File: src/rtl/karatsuba_seq_mul.sv
// Sequential single-level Karatsuba multiplier: z0, z1 and z2 are issued on one shared, pipelined sub-multiplier.
// Optional signed operation is enabled by defining KARATSUBA_SIGNED_EN, which adds the signed_mode input.
module karatsuba_seq_mul #(
  parameter int W       = 64,
  parameter int MUL_LAT = 2
) (
  input  logic           clk,
  input  logic           rst_n,
  input  logic           start,
  input  logic [W-1:0]   a,
  input  logic [W-1:0]   b,
`ifdef KARATSUBA_SIGNED_EN
  input  logic           signed_mode,
`endif
  output logic           busy,
  output logic [2*W-1:0] p,
  output logic           valid_out
);

  localparam int H   = W / 2;
  localparam int PW  = 2 * H + 2;
  localparam int PW2 = 2 * W;

  typedef enum logic [2:0] {IDLE, ISSUE0, ISSUE1, ISSUE2, WAIT, COMBINE} state_t;

  localparam logic [1:0] TAG_Z0 = 2'd0;
  localparam logic [1:0] TAG_Z1 = 2'd1;
  localparam logic [1:0] TAG_Z2 = 2'd2;

  state_t         state_reg;
  logic [W-1:0]   a_reg, b_reg;
  logic           neg_reg;
  logic [PW-1:0]  z0_reg, z1_reg;

  logic [W-1:0]   a_mag, b_mag;
  logic           neg_in;

`ifdef KARATSUBA_SIGNED_EN
  // Magnitude of -2^(W-1) is 2^(W-1), which still fits in W unsigned bits.
  assign a_mag  = (signed_mode && a[W-1]) ? (~a + W'(1)) : a;
  assign b_mag  = (signed_mode && b[W-1]) ? (~b + W'(1)) : b;
  assign neg_in = signed_mode & (a[W-1] ^ b[W-1]);
`else
  assign a_mag  = a;
  assign b_mag  = b;
  assign neg_in = 1'b0;
`endif

  // Issue mux in front of the shared multiplier
  logic          issue_vld;
  logic [1:0]    issue_tag;
  logic [H:0]    mul_x, mul_y;
  logic [H:0]    sa, sb;
  logic [PW-1:0] mul_prod;

  assign sa = {1'b0, a_reg[W-1:H]} + {1'b0, a_reg[H-1:0]};
  assign sb = {1'b0, b_reg[W-1:H]} + {1'b0, b_reg[H-1:0]};

  always_comb begin
    issue_vld = 1'b0;
    issue_tag = TAG_Z0;
    mul_x     = '0;
    mul_y     = '0;
    case (state_reg)
      ISSUE0: begin
        issue_vld = 1'b1;
        issue_tag = TAG_Z0;
        mul_x     = {1'b0, a_reg[H-1:0]};
        mul_y     = {1'b0, b_reg[H-1:0]};
      end
      ISSUE1: begin
        issue_vld = 1'b1;
        issue_tag = TAG_Z1;
        mul_x     = {1'b0, a_reg[W-1:H]};
        mul_y     = {1'b0, b_reg[W-1:H]};
      end
      ISSUE2: begin
        issue_vld = 1'b1;
        issue_tag = TAG_Z2;
        mul_x     = sa;
        mul_y     = sb;
      end
      default: ;
    endcase
  end

  assign mul_prod = PW'(mul_x) * PW'(mul_y);

  logic [PW-1:0] pipe_data [MUL_LAT];
  logic          pipe_vld  [MUL_LAT];
  logic [1:0]    pipe_tag  [MUL_LAT];

  genvar gi;
  generate
    for (gi = 0; gi < MUL_LAT; gi++) begin : g_pipe
      if (gi == 0) begin : g_first
        always_ff @(posedge clk) begin
          if (!rst_n) begin
            pipe_vld[0]  <= 1'b0;
            pipe_tag[0]  <= TAG_Z0;
            pipe_data[0] <= '0;
          end else begin
            pipe_vld[0]  <= issue_vld;
            pipe_tag[0]  <= issue_tag;
            pipe_data[0] <= mul_prod;
          end
        end
      end else begin : g_next
        always_ff @(posedge clk) begin
          if (!rst_n) begin
            pipe_vld[gi]  <= 1'b0;
            pipe_tag[gi]  <= TAG_Z0;
            pipe_data[gi] <= '0;
          end else begin
            pipe_vld[gi]  <= pipe_vld[gi-1];
            pipe_tag[gi]  <= pipe_tag[gi-1];
            pipe_data[gi] <= pipe_data[gi-1];
          end
        end
      end
    end
  endgenerate

  logic          out_vld;
  logic [1:0]    out_tag;
  logic [PW-1:0] out_data;

  assign out_vld  = pipe_vld[MUL_LAT-1];
  assign out_tag  = pipe_tag[MUL_LAT-1];
  assign out_data = pipe_data[MUL_LAT-1];

  // z2_soon: the z2 result reaches the pipeline output in the next cycle, so COMBINE can use it live.
  logic z2_soon;
  generate
    if (MUL_LAT == 1) begin : g_soon_direct
      assign z2_soon = issue_vld && (issue_tag == TAG_Z2);
    end else begin : g_soon_pipe
      assign z2_soon = pipe_vld[MUL_LAT-2] && (pipe_tag[MUL_LAT-2] == TAG_Z2);
    end
  endgenerate

  // Summing modulo 2^(2W) gives the same bits as the 2W+2-bit sum truncated to 2W.
  logic [PW-1:0]  mid;
  logic [PW2-1:0] prod, result;

  assign mid    = out_data - z1_reg - z0_reg;
  assign prod   = (PW2'(z1_reg) << W) + (PW2'(mid) << H) + PW2'(z0_reg);
  assign result = neg_reg ? (~prod + PW2'(1)) : prod;

  always_ff @(posedge clk) begin
    if (!rst_n) begin
      state_reg <= IDLE;
      busy      <= 1'b0;
      valid_out <= 1'b0;
      p         <= '0;
      a_reg     <= '0;
      b_reg     <= '0;
      neg_reg   <= 1'b0;
      z0_reg    <= '0;
      z1_reg    <= '0;
    end else begin
      valid_out <= 1'b0;
      if (out_vld && out_tag == TAG_Z0) z0_reg <= out_data;
      if (out_vld && out_tag == TAG_Z1) z1_reg <= out_data;
      case (state_reg)
        IDLE: begin
          if (start) begin
            a_reg     <= a_mag;
            b_reg     <= b_mag;
            neg_reg   <= neg_in;
            busy      <= 1'b1;
            state_reg <= ISSUE0;
          end
        end
        ISSUE0:  state_reg <= ISSUE1;
        ISSUE1:  state_reg <= ISSUE2;
        ISSUE2:  state_reg <= z2_soon ? COMBINE : WAIT;
        WAIT:    if (z2_soon) state_reg <= COMBINE;
        COMBINE: begin
          p         <= result;
          valid_out <= 1'b1;
          busy      <= 1'b0;
          state_reg <= IDLE;
        end
        default: state_reg <= IDLE;
      endcase
    end
  end

endmodule

File: config.mk
export PLATFORM = sky130hd
export DESIGN_NAME = karatsuba_seq_mul
export DESIGN_NICKNAME = d
export VERILOG_FILES = /design/src/rtl/karatsuba_seq_mul.sv
export SDC_FILE = /design/constraint.sdc
export NUM_CORES = 2
export LEC_CHECK = 0
export ABC_AREA = 0
export ABC_CLOCK_PERIOD_IN_PS = 12800
export CORE_MARGIN = 2
export CORE_UTILIZATION = 35
export CTS_BUF_LIST = sky130_fd_sc_hd__clkbuf_16
export DETAILED_ROUTE_END_ITERATION = 8
export DONT_BUFFER_PORTS = 1
export HOLD_SLACK_MARGIN = 0.02
export PLACE_DENSITY = 0.49
export REMOVE_ABC_BUFFERS = 1
export SLEW_MARGIN = 20
export SYNTH_ARGS = -nofsm -noshare
export SYNTH_HDL_FRONTEND = slang
export SYNTH_SLANG_ARGS = --single-unit
export TNS_END_PERCENT = 5
File: constraint.sdc
create_clock -name clk -period 12.8 [get_ports clk]
set_input_delay 1.92 -clock clk [delete_from_list [all_inputs] [get_ports clk]]
set_output_delay 1.92 -clock clk [all_outputs]
set_load 0.1 [all_outputs]
# After elaboration in Yosys (flattened, before gate mapping)

Memory sizes are Yosys's and may differ from the RTL's.
Cells that the tools add are included.

Add/sub/neg operators: 6
Multipliers: 1
Eq/ne operators: 9
Mux-type cells: 19
Bitwise operators: 6
Reduce and logical (&&, ||, !) cells: 10

Operator list:

| operator           | number |
|---|---|
| $pmux 33 s3        | 2 |
| $mux 66            | 2 |
| $sub 66x66->66     | 2 |
| $add 128x66->128   | 1 |
| $add 128x98->128   | 1 |
| $add 32x32->33     | 2 |
| $mul 33x33->66     | 1 |
| $pmux 3 s5         | 1 |
| $mux 1             | 8 |
| $eq 3x2->1 const B | 2 |
| $eq 3x3->1 const B | 2 |
| $mux 3             | 2 |
| $or 1x1->1         | 6 |
| $reduce_and 2->1   | 3 |
| $mux 2             | 2 |
| $ne 2x2->1 const B | 2 |
| $pmux 2 s2         | 1 |
| $eq 3x1->1 const B | 1 |
| $logic_and 1x1->1  | 3 |
| $logic_not 3->1    | 1 |
| $reduce_or 3->1    | 1 |
| $eq 2x1->1 const B | 1 |
| $eq 2x2->1 const B | 1 |
| $logic_not 2->1    | 1 |
| other kinds (2)    | 2 |

Bits in registers: 393
Memory bits (writable): 138
Input port bits: 131
Output and inout bits: 130
Logic and storage cells: 62
Memories kept: 3

Memories:

| memory    | depth | width | rd ports | clocked after memory_dff | write ports | line | text |
|---|---|---|---|---|---|---|---|
| pipe_data | 2     | 66    | 2        | 0                        | 2           | 89   | `logic [PW-1:0] pipe_data [MUL_LAT];` |
| pipe_tag  | 2     | 2     | 2        | 0                        | 2           | 91   | `logic [1:0] pipe_tag [MUL_LAT];` |
| pipe_vld  | 2     | 1     | 2        | 0                        | 2           | 90   | `logic pipe_vld [MUL_LAT];` |

# Logic depth before layout (Yosys ltp)

An unclocked memory read counts as a cell.

Word-level depth: 5
Depth in mapped cells: 42
Gate-level depth less buffers: 40

# Least setup slack after synthesis

Ideal clock, no wire load.

Kind: reg2reg
Start: register a_reg[0]
End: memory pipe_data[0][62] (netlist bit)
Setup time: 0.115 ns
Arrival time: 9.537 ns
Data required time: 12.685 ns
Path slack: 3.148 ns
Cell stages (with the launch flop): 38
Period minus slack after synthesis: 9.652 ns
Cells stage by stage: dfxtp_1 > ha_1 > inv_1 > fa_1 > nor2b_1 > o21a_1 > o21ai_0 > a21oi_1 > o21ai_1 > a21o_1 > a211o_1 > and4_1 > nor2_1 > clkbuf_1 > a21oi_1 > fa_1 > inv_1 > fa_1 > [... 2 more ...] > inv_1 > fa_1 > inv_1 > fa_1 > fa_1 > fa_1 > fa_1 > ha_1 > clkbuf_1 > a21o_1 > a221o_1 > a221oi_1 > a21oi_1 > o311ai_1 > a21oi_1 > o211ai_1 > nand2_1 > a21bo_2

RTL lines:

| item                     | line | text |
|---|---|---|
| start: declaration       | 31   | `logic [W-1:0] a_reg, b_reg;` |
| start signal: assignment | 168  | `a_reg <= a_mag;` |
| end: declaration         | 89   |  |

==> results.ini <==
[clocking]
clk_latency_ns = 0.72
cts.path.max_buffers = 3
clkTransAtPathRegs_ns = 0.06
cts_max_level = 2
numCtsBuffers = 59
cts_sinks = 531
cts_setup_buffers = 0
hold_buffers = 0
ctsRootBufferMaster = clkbuf_16
cts_tree = built
cts_resized = 0

[power]
max-vdd-ir-drop_uv = 132
cellLeakagePower_nw = 33.3
power_density_mw_per_mm2 = 74.4
finalPower_mw = 5.38

[run_status]
outcome = completed

[place]
hpwl_um = 217000
gp_congestion = 0.999
io_buffers = 0

[setup_path]
critPathArrivalTime_ns = 11.85
slowest_delay_ns = 0.70
cp.required_ns = 13.30
slowest_stage = o21ai_2
end_kind = register
cp_max_fo = 9
ff2ff_setup_slack_ns = 1.46
start_kind = register
crit_top_cell = fa_1
critical_path_class = reg -> reg

[drt]
antenna_left = 0
first_pass_iters = 8
vias_per_cell = 5.32
wl_per_cell_um = 25.1
vias = 56400
finalWirelength_um = 266000
drt_iter0_drc = 4586
drc = 0

[timing]
max_slew.worst_pin.slew_ns = 1.19
setup_tns_ns = 0
setup_viol_count_final = 0
hold_viol = 0
fin_crit_ns = 11.34
finClkSkew_ns = 0.0451
drv_slew = 0
clock.fmax_mhz = 88.1
fin_crit_sh_pct = 88.6
rsz0062_at_grt = false
max_slew_margin_pct = 20.9

[global_route]
grt_usage_pct = 26.9
grt_overflow_total = 0
antenna_found_initial = 1
grt_pass1_wl_um = 392000
grt_pass1_vias = 57800
grt_max_degree = 168

[floorplan]
dieHeight_um = 442
die_w_um = 442
io_pins = 261
die-area_mm2 = 0.196
core-area_mm2 = 0.191
start_util_pct = 35.3
placementRows = 160

[synth]
async_flop_share_pct = 0
synthesis.area_mm2 = 0.0673
synth_seq_cells = 531
synthCells = 8253
yosysWarnings = 0
yosysUniqueCellTypes = 89
synth_edf_count = 0
synthFlopType = dfxtp_1
syn_avg_cell_area_um2 = 8.15
ys_seq_area_share_pct = 15.8

[finish]
multi_input_area_mm2 = 0.0504
regMostFlops = pipe_data
top_regs = pipe_data x132, p x128
finish.utilization_pct = 38.0
nNetsFinal = 9740
drive_above_1_share_pct = 4.69
largest_reg_flops = 132
ff_latch_area_mm2 = 0.0106
area_delta_synth_final_pct = 7.52
fillCellCount = 20000

[hold_path]
hold_class = reg -> reg

[flow_run]
cap_violations = 0

==> routing by layer <==
metal	up-vias	wire [um]	GRT usage, %
li1	25800	-	-
met1	28100	111000	34.6
met2	2112	123000	44.3
met3	448	16700	3.59
met4	0	15600	13.2
met5	-	0	0
==> cell type report <==
class | count | share of cell area (%)
well taps | 2511 | 4.34
repair buffers | 183 | 1.93
clock inverters | 51 | 0.702
inverters | 1262 | 6.56
clock buffers | 59 | 2.04
multi-input cells | 6018 | 69.7
flip-flops and latches | 531 | 14.7
diodes | 2 | 0.00692
==> stage by stage <==
step           std cells  worst slack [ns]  instance area [um2]  hold slack (ns)
2_1_floorplan       7811             0.588                65600            0.412
3_3_place_gp       10500              1.50                70300            0.417
3_5_place_dp       10500              1.61                70300            0.418
4_1_cts            10600              1.59                72300            0.398
5_1_grt            10600              1.03                72300            0.408
6_report           10600              1.46                72300            0.398
==> kinds of logic (layout without fill, tap and decap cells) <==
group / after synthesis / count (layout) / share of synthesized area (%)
simple gates: 2681 / 2681 / 16.9
fa+ha+maj: 1554 / 1554 / 40.4
flops: 531 / 531 / 15.8
compound gates: 1521 / 1521 / 13.9
xor+xnor: 236 / 236 / 3.07
buf+inv: 1704 / 1555 / 9.55
mux: 26 / 26 / 0.404
other cells: 0 / 2 / 0
==> final timing paths <==
path | from | to | cells after the start
setup / recovery | b_reg[0] | pipe_data[0][46] | 37
hold / removal | pipe_data[0][48] | pipe_data[1][48] | 1
setup reg to reg | b_reg[0] | pipe_data[0][46] | 37
hold reg to reg | pipe_data[0][48] | pipe_data[1][48] | 1
==> critical path: cells and delay by family, from the launching register on <==
family	cells	cell delay [ns]
compound gates	12	3.48
fa+ha+maj	11	4.98
mux	1	0.22
buf+inv	6	0.48
flops	1	0.32
simple gates	6	1.54
xor+xnor	1	0.13
==> where the power goes <==
part           internal [mW]  switching, mW  leakage [nW]  total, mW
clock                  0.988          0.778         0.991       1.77
sequential              1.70         0.0632          4.30       1.76
combinational          0.559           1.29          28.0       1.85
total                   3.25           2.13          33.3       5.38
==> placed cells by master (no fill, tap or decap), drive strengths merged, types with 34 or more instances in the layout <==
| cell type | count |
|---|---|
| o21ai | 244 |
| a21oi | 704 |
| and2 | 130 |
| xnor2 | 155 |
| o21bai | 51 |
| xor2 | 81 |
| a21o | 167 |
| nor2 | 646 |
| a31oi | 46 |
| and3 | 34 |
| fa | 1028 |
| ha | 526 |
| nand2b | 42 |
| dfxtp | 531 |
| nor3 | 58 |
| nand2 | 1490 |
| inv | 1274 |
| clkbuf | 59 |
| nand3 | 78 |
| nand4 | 63 |
| buf | 183 |
| o21a | 43 |
==> cells in the mapped netlist, types with 8 or more instances <==
cell	number	area share, %
a221o_1	30	0.45
nor2b_1	32	0.30
nor3_1	58	0.43
a21boi_0	12	0.13
o211ai_1	24	0.27
a21oi_1	704	5.2
or3_1	21	0.20
a211o_1	9	0.12
and3_1	34	0.32
o21ai_1	25	0.19
fa_1	1028	31
a211oi_1	22	0.25
nor4_1	23	0.21
nand3_1	78	0.58
o21bai_1	51	0.57
xor2_1	81	1.1
mux2i_1	17	0.25
o21a_1	43	0.48
or2_2	19	0.18
and4_1	8	0.10
o21ai_0	219	1.6
buf_1	18	0.10
a22oi_1	22	0.25
clkbuf_1	414	2.3
a31oi_1	46	0.43
and2_1	129	1.2
o31ai_1	18	0.20
nor2_1	646	3.6
ha_1	526	9.8
xnor2_1	155	2.0
dfxtp_1	531	16
a22o_1	11	0.14
mux2_2	9	0.15
nor3b_1	8	0.089
nand2_1	1489	8.3
a21o_1	167	1.9
or4_1	8	0.089
nand2b_1	42	0.39
inv_1	1262	7.0
a221oi_1	29	0.38
nand4_1	63	0.59
(Power assumes the default switching activity.)
